===== config.mk =====
export PLATFORM = sky130hd
export DESIGN_NAME = grey_div_counter
export DESIGN_NICKNAME = d
export VERILOG_FILES = /design/src/rtl/grey_pkg.sv /design/src/rtl/grey_div_prescaler.sv /design/src/rtl/grey_div_counter.sv
export SDC_FILE = /design/constraint.sdc
export NUM_CORES = 1
export LEC_CHECK = 0
export ABC_AREA = 0
export CORE_UTILIZATION = 53
export CTS_CLUSTER_SIZE = 28
export DETAILED_ROUTE_END_ITERATION = 7
export GPL_TIMING_DRIVEN = 0
export MAX_ROUTING_LAYER = met4
export PLACE_DENSITY_LB_ADDON = 0.05
export SLEW_MARGIN = 20
export SYNTH_ARGS = -nofsm -noshare
export SYNTH_HDL_FRONTEND = slang
export SYNTH_HIERARCHICAL = 1
export SYNTH_SLANG_ARGS = --single-unit

===== constraint.sdc =====
create_clock -name clk -period 4.85 [get_ports clk]
set_clock_uncertainty 0.05 [all_clocks]
set_input_delay 0.485 -clock clk [delete_from_list [all_inputs] [get_ports clk]]
set_output_delay 0.485 -clock clk [all_outputs]
set_load 0.05 [all_outputs]

===== src/rtl/grey_pkg.sv =====
// Shared Gray-code helpers and mode encodings for the divided Gray counter.
// Functions work on any width up to GREY_MAXW; unused upper bits must be zero.
package grey_pkg;

    localparam int GREY_MAXW = 32;

    localparam logic MODE_FREE    = 1'b0;
    localparam logic MODE_ONESHOT = 1'b1;

    typedef logic [GREY_MAXW-1:0] gvec_t;

    function automatic gvec_t bin2grey(input gvec_t b);
        return b ^ (b >> 1);
    endfunction

    function automatic gvec_t grey2bin(input gvec_t g);
        gvec_t b;
        b = g;
        for (int i = GREY_MAXW - 2; i >= 0; i--) begin
            b[i] = b[i+1] ^ g[i];
        end
        return b;
    endfunction

    // Next Gray value of a w-bit counter, wrapping modulo 2**w.
    function automatic gvec_t grey_next(input gvec_t g, input logic up, input int unsigned w);
        gvec_t b;
        gvec_t mask;
        mask = (w >= GREY_MAXW) ? '1 : ((gvec_t'(1) << w) - gvec_t'(1));
        b    = grey2bin(g);
        b    = up ? b + gvec_t'(1) : b - gvec_t'(1);
        return bin2grey(b & mask);
    endfunction

endpackage


===== src/rtl/grey_div_prescaler.sv =====
// Runtime-ratio prescaler: step_o fires combinationally when pre_q reaches div_i.
// Zero latency from compare to step; no backpressure, en_i freezes the count.
module grey_div_prescaler #(
    parameter int DIV_W = 8
) (
    input  logic             clk,
    input  logic             w_rst,
    input  logic             en_i,
    input  logic             clear_i,
    input  logic             load_i,
    input  logic [DIV_W-1:0] div_i,
    output logic             step_o
);

    logic [DIV_W-1:0] pre_q;
    logic [DIV_W-1:0] pre_d;
    logic             hit;

    // >= rather than == so a lowered divisor fires immediately instead of overrunning.
    assign hit    = (pre_q >= div_i);
    assign step_o = en_i & hit & ~clear_i & ~load_i;

    always_comb begin
        pre_d = pre_q;
        if (clear_i || load_i) begin
            pre_d = '0;
        end else if (en_i) begin
            pre_d = hit ? '0 : pre_q + DIV_W'(1);
        end
    end

    always_ff @(posedge clk) begin
        if (w_rst) begin
            pre_q <= '0;
        end else begin
            pre_q <= pre_d;
        end
    end

endmodule


===== src/rtl/grey_div_counter.sv =====
// Prescaled up/down Gray counter with free-run/one-shot modes, load and clear.
// Outputs registered; a step updates them on the edge of the prescaler compare; no backpressure.
module grey_div_counter
    import grey_pkg::*;
#(
    parameter int DIV_W  = 8,
    parameter int GREY_W = 6
) (
    input  logic              clk,
    input  logic              w_rst,
    input  logic              en_i,
    input  logic [DIV_W-1:0]  div_i,
    input  logic              dir_i,
    input  logic              mode_i,
    input  logic              clear_i,
    input  logic              load_i,
    input  logic [GREY_W-1:0] load_val_i,
    output logic              tick_o,
    output logic              wrap_o,
    output logic              done_o,
    output logic [GREY_W-1:0] grey_o,
    output logic [GREY_W-1:0] bin_o
);

    localparam logic [GREY_W-1:0] CNT_MAX = '1;

    logic              step;
    logic              at_end;
    logic              next_end;
    logic [GREY_W-1:0] bin_q,  bin_d;
    logic [GREY_W-1:0] grey_q, grey_d;
    logic              tick_q, tick_d;
    logic              wrap_q, wrap_d;
    logic              done_q, done_d;

    grey_div_prescaler #(
        .DIV_W (DIV_W)
    ) u_pre (
        .clk     (clk),
        .w_rst   (w_rst),
        .en_i    (en_i),
        .clear_i (clear_i),
        .load_i  (load_i),
        .div_i   (div_i),
        .step_o  (step)
    );

    always_comb begin
        bin_d    = bin_q;
        tick_d   = 1'b0;
        wrap_d   = 1'b0;
        done_d   = done_q;
        at_end   = dir_i ? (bin_q == CNT_MAX) : (bin_q == '0);
        next_end = 1'b0;
        if (clear_i) begin
            bin_d  = '0;
            done_d = 1'b0;
        end else if (load_i) begin
            bin_d  = load_val_i;
            done_d = 1'b0;
        end else if (step && !(mode_i == MODE_ONESHOT && at_end)) begin
            // at_end here can only be true in free-run, so it is exactly the wrap condition.
            bin_d    = dir_i ? bin_q + GREY_W'(1) : bin_q - GREY_W'(1);
            tick_d   = 1'b1;
            wrap_d   = at_end;
            next_end = dir_i ? (bin_d == CNT_MAX) : (bin_d == '0);
            if (mode_i == MODE_ONESHOT && next_end) begin
                done_d = 1'b1;
            end
        end
        grey_d = GREY_W'(bin2grey(gvec_t'(bin_d)));
    end

    always_ff @(posedge clk) begin
        if (w_rst) begin
            bin_q  <= '0;
            grey_q <= '0;
            tick_q <= 1'b0;
            wrap_q <= 1'b0;
            done_q <= 1'b0;
        end else begin
            bin_q  <= bin_d;
            grey_q <= grey_d;
            tick_q <= tick_d;
            wrap_q <= wrap_d;
            done_q <= done_d;
        end
    end

    assign tick_o = tick_q;
    assign wrap_o = wrap_q;
    assign done_o = done_q;
    assign grey_o = grey_q;
    assign bin_o  = bin_q;

endmodule


# Word level (Yosys, flattened, before mapping)
# Cells that the tools add are included.
[classes]
add_sub_neg = 3
n_lt_le_gt_ge = 1
eq_ne = 2
n_mux = 8
n_bitwise = 7
reduce_logical = 11
[op_table]
columns = ["op", "count"]
rows = [
  ["two-way mux 6 bit", 4],
  ["equality test 6 bit (second input constant)", 2],
  ["zero test 6 bit", 2],
  ["adder 8 x 1 -> 8 bit (second input constant)", 1],
  [">= comparator 8 bit", 1],
  ["two-way mux 8 bit", 1],
  ["adder 6 x 1 -> 6 bit (second input constant)", 1],
  ["subtractor 6 x 1 -> 6 bit (second input constant)", 1],
  ["XOR 6 x 5 -> 6 bit", 1],
  ["OR reduction 4 bit", 1],
  ["bitwise AND 1 bit", 3],
  ["logical AND 1 bit", 3],
  ["two-way mux 1 bit", 3],
  ["NOT 1 bit", 3],
  ["OR reduction 3 bit", 1],
  ["AND reduction 2 bit", 1],
  ["OR reduction 2 bit", 1],
  ["zero test 1 bit", 1],
  ["logical OR 1 bit", 1],
]
[word_totals]
reg_bits = 23
inputBits = 21
word_cells = 38

# Depth between registers and ports, before layout
[logic_depth]
word_depth = 9
ltp_mapped = 14
mapped_depth_nobuf = 12

# Hierarchy
# The synthesis kept the hierarchy.
[by_module_without_submodules]
columns = ["mod", "n_inst", "cells_per_inst", "area_per_inst_um2"]
rows = [
  ["grey_div_counter", 1, 105, 902.1],
  ["grey_div_prescaler", 1, 68, 599.3],
]

# Worst setup path after synthesis
# OpenSTA, ideal clock, no wires.
[synth_timing]
path_type = "input to register"
from = "input port div_i[7]"
to = "register grey_q[3] (netlist: grey_o[3])"
setup_time_ps = 128
arrival_ps = 2766
required_ps = 4672
setup_slack_ps = 1907
stages = 13
cell_sequence = "inv_1 -> ha_1 -> and3_4 -> a221o_1 -> a22o_1 -> buf_6 -> nor3b_1 -> o221ai_2 -> buf_6 -> mux2_2 -> o211ai_1 -> xnor2_1 -> nor2_1"
[synth_between]
elab_chain_len = 9
[synth_lines]
columns = ["element", "line_no", "rtl"]
rows = [
  ["from (decl)", "grey_div_counter.sv:12", "input logic [DIV_W-1:0] div_i,"],
  [">= comparator 8 bit", "grey_div_prescaler.sv:20", "assign hit = (pre_q >= div_i);"],
  ["bitwise AND 1 bit (3 in series)", "grey_div_prescaler.sv:21", "assign step_o = en_i & hit & ~clear_i & ~load_i;"],
  ["via step", "grey_div_counter.sv:27", "logic step;"],
  ["logical AND 1 bit", "grey_div_counter.sv:61", "end else if (step && !(mode_i == MODE_ONESHOT && at_end)) begin"],
  ["two-way mux 6 bit", "grey_div_counter.sv:61", ""],
  ["two-way mux 6 bit", "grey_div_counter.sv:58", "end else if (load_i) begin"],
  ["two-way mux 6 bit", "grey_div_counter.sv:55", "if (clear_i) begin"],
  ["XOR 6 x 5 -> 6 bit", "grey_pkg.sv:13", "return b ^ (b >> 1);"],
  ["to (signal assigned)", "grey_div_counter.sv:83", "grey_q <= grey_d;"],
  ["to (decl)", "grey_div_counter.sv:31", "logic [GREY_W-1:0] grey_q, grey_d;"],
]
# The timed path passes the listed nets, and every way through them passes these cells.
# A chain may end at the register's enable or synchronous reset.

# Final worst setup path
# Ends and elaborated chain as after synthesis.

==> flow_metrics.tcl <==
set metrics [dict create \
    outcome "finished, final reports clean" \
    r2r_start "u_pre/pre_q[0]" \
    critPathCaptureType "flip-flop" \
    crit_path_start_kind "input pin" \
    routedWlPerCell_um 13.45 \
    yosysTopAreaCell "dfxtp_1" \
    drc 0 \
    dpl_cell_area_sq_um 1879 \
    antenna_found_initial 0 \
    die_area_sq_um 3050 \
    synthArstFlopShare_pct 0 \
    cts_hold_buf 0 \
    min_period_ns 3.353 \
    coreArea_sq_um 2567 \
    synth_top_family_by_area "simple AND/OR/NAND/NOR gates" \
    worstSetupPathDepth 14 \
    grt_max_degree 13 \
    cp_data_required_time_ns 4.99 \
    yosysTopAreaCellShare_pct 29.33 \
    finalInstanceArea_sq_um 1916 \
    ant_nets 0 \
    cp_cell_sequence "clkdlybuf4s50_1 > inv_1 > ha_1 > and3_4 > a221o_1 > a22o_1 > buf_6 > nor3b_1 > o221ai_2 > buf_6 > mux2_2 > o211ai_1 > xnor2_1 > nor2_1" \
    dr.pass1.iters 4 \
    p_per_area_nw_per_um2 204.2 \
    synth-simple-area-share_pct 23.92 \
    finalMaxSlewViolations 0 \
    hold_viol 0 \
    antenna_cells 0 \
    crit_start "div_i[7]" \
    path_buf_inv 4 \
    syn_area_sq_um 1501 \
    r2r_setup_slack_ns 1.81 \
    drt_iter0_markers 26 \
    grt_setup_unrepaired "no" \
    gp_congestion 0.8234 \
    synthXorXnorAreaFrac_pct 9.917 \
    cts_tree "yes" \
    clock-sinks 22 \
    grt_pass1_wl_mm 5.623 \
    multiInputGateArea_sq_um 958.4 \
    crit_top_cell "buf_6" \
    cp_top_family "compound AO/OA/AOI/OAI gates" \
    root_buffer "clkbuf_4" \
    clkLatencyLatePin_ns 0.31 \
    ys_types 41 \
    clk_pin_slew_ns 0.12 \
    synth_compound_area_share_pct 13.33 \
    grt.total_usage_pct 23.28 \
    ys_top_cells_by_area "dfxtp_1, ha_1, xnor2_1" \
    num_rows 18 \
    p_leak_nw 0.7776 \
    synth-main-ff-cell "dfxtp_1" \
    start_util_pct 58.48 \
    netlist_top_cells_count "dfxtp_1, nor2_1, ha_1" \
    fmax_mhz 298.3 \
    crit_path_max_incr_delay_ns 0.47 \
    wl_mm 3.242 \
    die_x_um 55.23 \
    cts_resized 0 \
    die_h_um 55.23 \
    netlist_instances 173 \
    cts_max_path_buffers 2 \
    via_count 1298 \
    cts_max_level 1 \
    relSlewSlack_pct 49.89 \
    layout-drive-gt1-share_pct 9.005 \
    worst-r2r-cell-count 13 \
    syn_nets 210 \
    setup_violations 0 \
    grt.overflow.total 0 \
    ys_seq_area_share_pct 29.33 \
    ys_seq_elements 22 \
    tns_ns 0 \
    path_max_fanout 10 \
    dp.final_hpwl_mm 2.603 \
    synth_adder_area_share_pct 13.83 \
    hp-start "done_o" \
    io_buffers 34 \
    synth_area_per_cell_sq_um 8.679 \
    crit_slowest_cell "clkdlybuf4s50_1" \
    post_cts_buffers 0 \
    critical_path.endpoint "grey_o[3]" \
    nNetsFinal 249 \
    worst_pin_slew_ns 0.7459 \
    period_share_pct 69.13 \
    vias_per_cell 5.386 \
    ios 36 \
    regArea_sq_um 440.4 \
    grt_pass1_vias 1267 \
    numCtsBuffers 3 \
    cp.arrival_ns 3.50 \
    crit-reg2reg-capture "grey_o[3]" \
    synthMuxAreaShare_pct 2.833 \
    path_class "input pin to flip-flop" \
    fillers 189 \
    ys_warn_count 6 \
    finalPower_mw 0.3911 \
    synth-edff-count 0 \
    maxCapViolations 0 \
    irDropWorstVdd_uv 291.5 \
    syn2layout_area_growth_pct 27.58 \
    holdCritPathClass "flip-flop to flip-flop" \
]
how the worst min path moves through the flow:
stage / end / slack [ns] / cells after the start
final: done_o / 0.42 / 2
after global routing: done_o / 0.43 / 2
after CTS: done_o / 0.43 / 2
after detailed placement: done_o / 0.41 / 2
after global placement: done_o / 0.40 / 2
after floorplan: u_pre/pre_q[4] / 0.49 / 3
layer usage:
layer / wire [um] / up-vias / track usage, % / part of all wire, %
li1: - / 673 / - / -
met1: 1587 / 587 / 30.49 / 49
met2: 1510 / 34 / 38.90 / 47
met3: 109 / 4 / 2.108 / 3.4
met4: 35 / 0 / 5.714 / 1.1
met5: 0 / - / - / 0
through the flow:
| step | instances | setup slack, ns | hold slack (ns) | utilization, % |
|---|---|---|---|---|
| floorplan | 173 | 1.907 | 0.4916 | - |
| global placement | 237 | 1.272 | 0.3961 | 73.20 |
| detailed placement | 237 | 1.163 | 0.4081 | 73.20 |
| CTS | 241 | 1.496 | 0.4253 | 74.61 |
| global route | 241 | 1.409 | 0.4307 | 74.61 |
| finish | 241 | 1.497 | 0.4160 | 74.61 |
placed cells by master (no fill, tap or decap), types with 4 or more instances in the layout:
cell type        count
nand4_1              5
dfxtp_1             22
ha_1                15
o21ai_0              5
nor2_1              22
a21oi_1              6
clkdlybuf4s50_1     34
inv_1               13
nor3_1               6
nor3b_2              4
nand2_1             13
xnor2_1             12
xor2_1               5
final cells by class:
cell class,count,area share [%]
Tap cell,30,1.960
Multi-Input combinational cell,131,50.03
Clock buffer,4,1.894
Timing Repair Buffer,34,17.77
Inverter,13,2.547
Sequential cell,22,22.99
Buffer,7,2.809
sequential cells by signal, summed over array words and instances (netlist names):
name and count:
tick_o 1, u_pre/pre_q 8, grey_o 5, wrap_o 1, done_o 1, bin_o 6
kinds of logic after synthesis:
family / count (synthesis)
and+or+nand+nor: 67
AOI/OAI and AO/OA: 27
buffers and inverters: 20
xor gates and xnor gates: 17
DFF: 22
muxes: 4
adders and majority gates: 16
report_power, final:
| group | leakage [nW] | internal [mW] | total (mW) | switching (mW) |
|---|---|---|---|---|
| Sequential | 0.179 | 0.186 | 0.190 | 0.00414 |
| Combinational | 0.578 | 0.0438 | 0.100 | 0.0565 |
| Clock | 0.0210 | 0.0458 | 0.101 | 0.0550 |
worst reg2reg max path: cells and delay by family, from the launching register on:
kind,cells,cell delay (ns)
flip-flops,1,0.44
adder cells (fa/ha/maj),1,0.27
buffers and inverters,3,0.39
AO/OA/AOI/OAI,4,0.94
AND/OR/NAND/NOR,3,0.38
XOR/XNOR,1,0.19
multiplexers,1,0.27
Note: power is estimated with default switching activity, not from simulation.
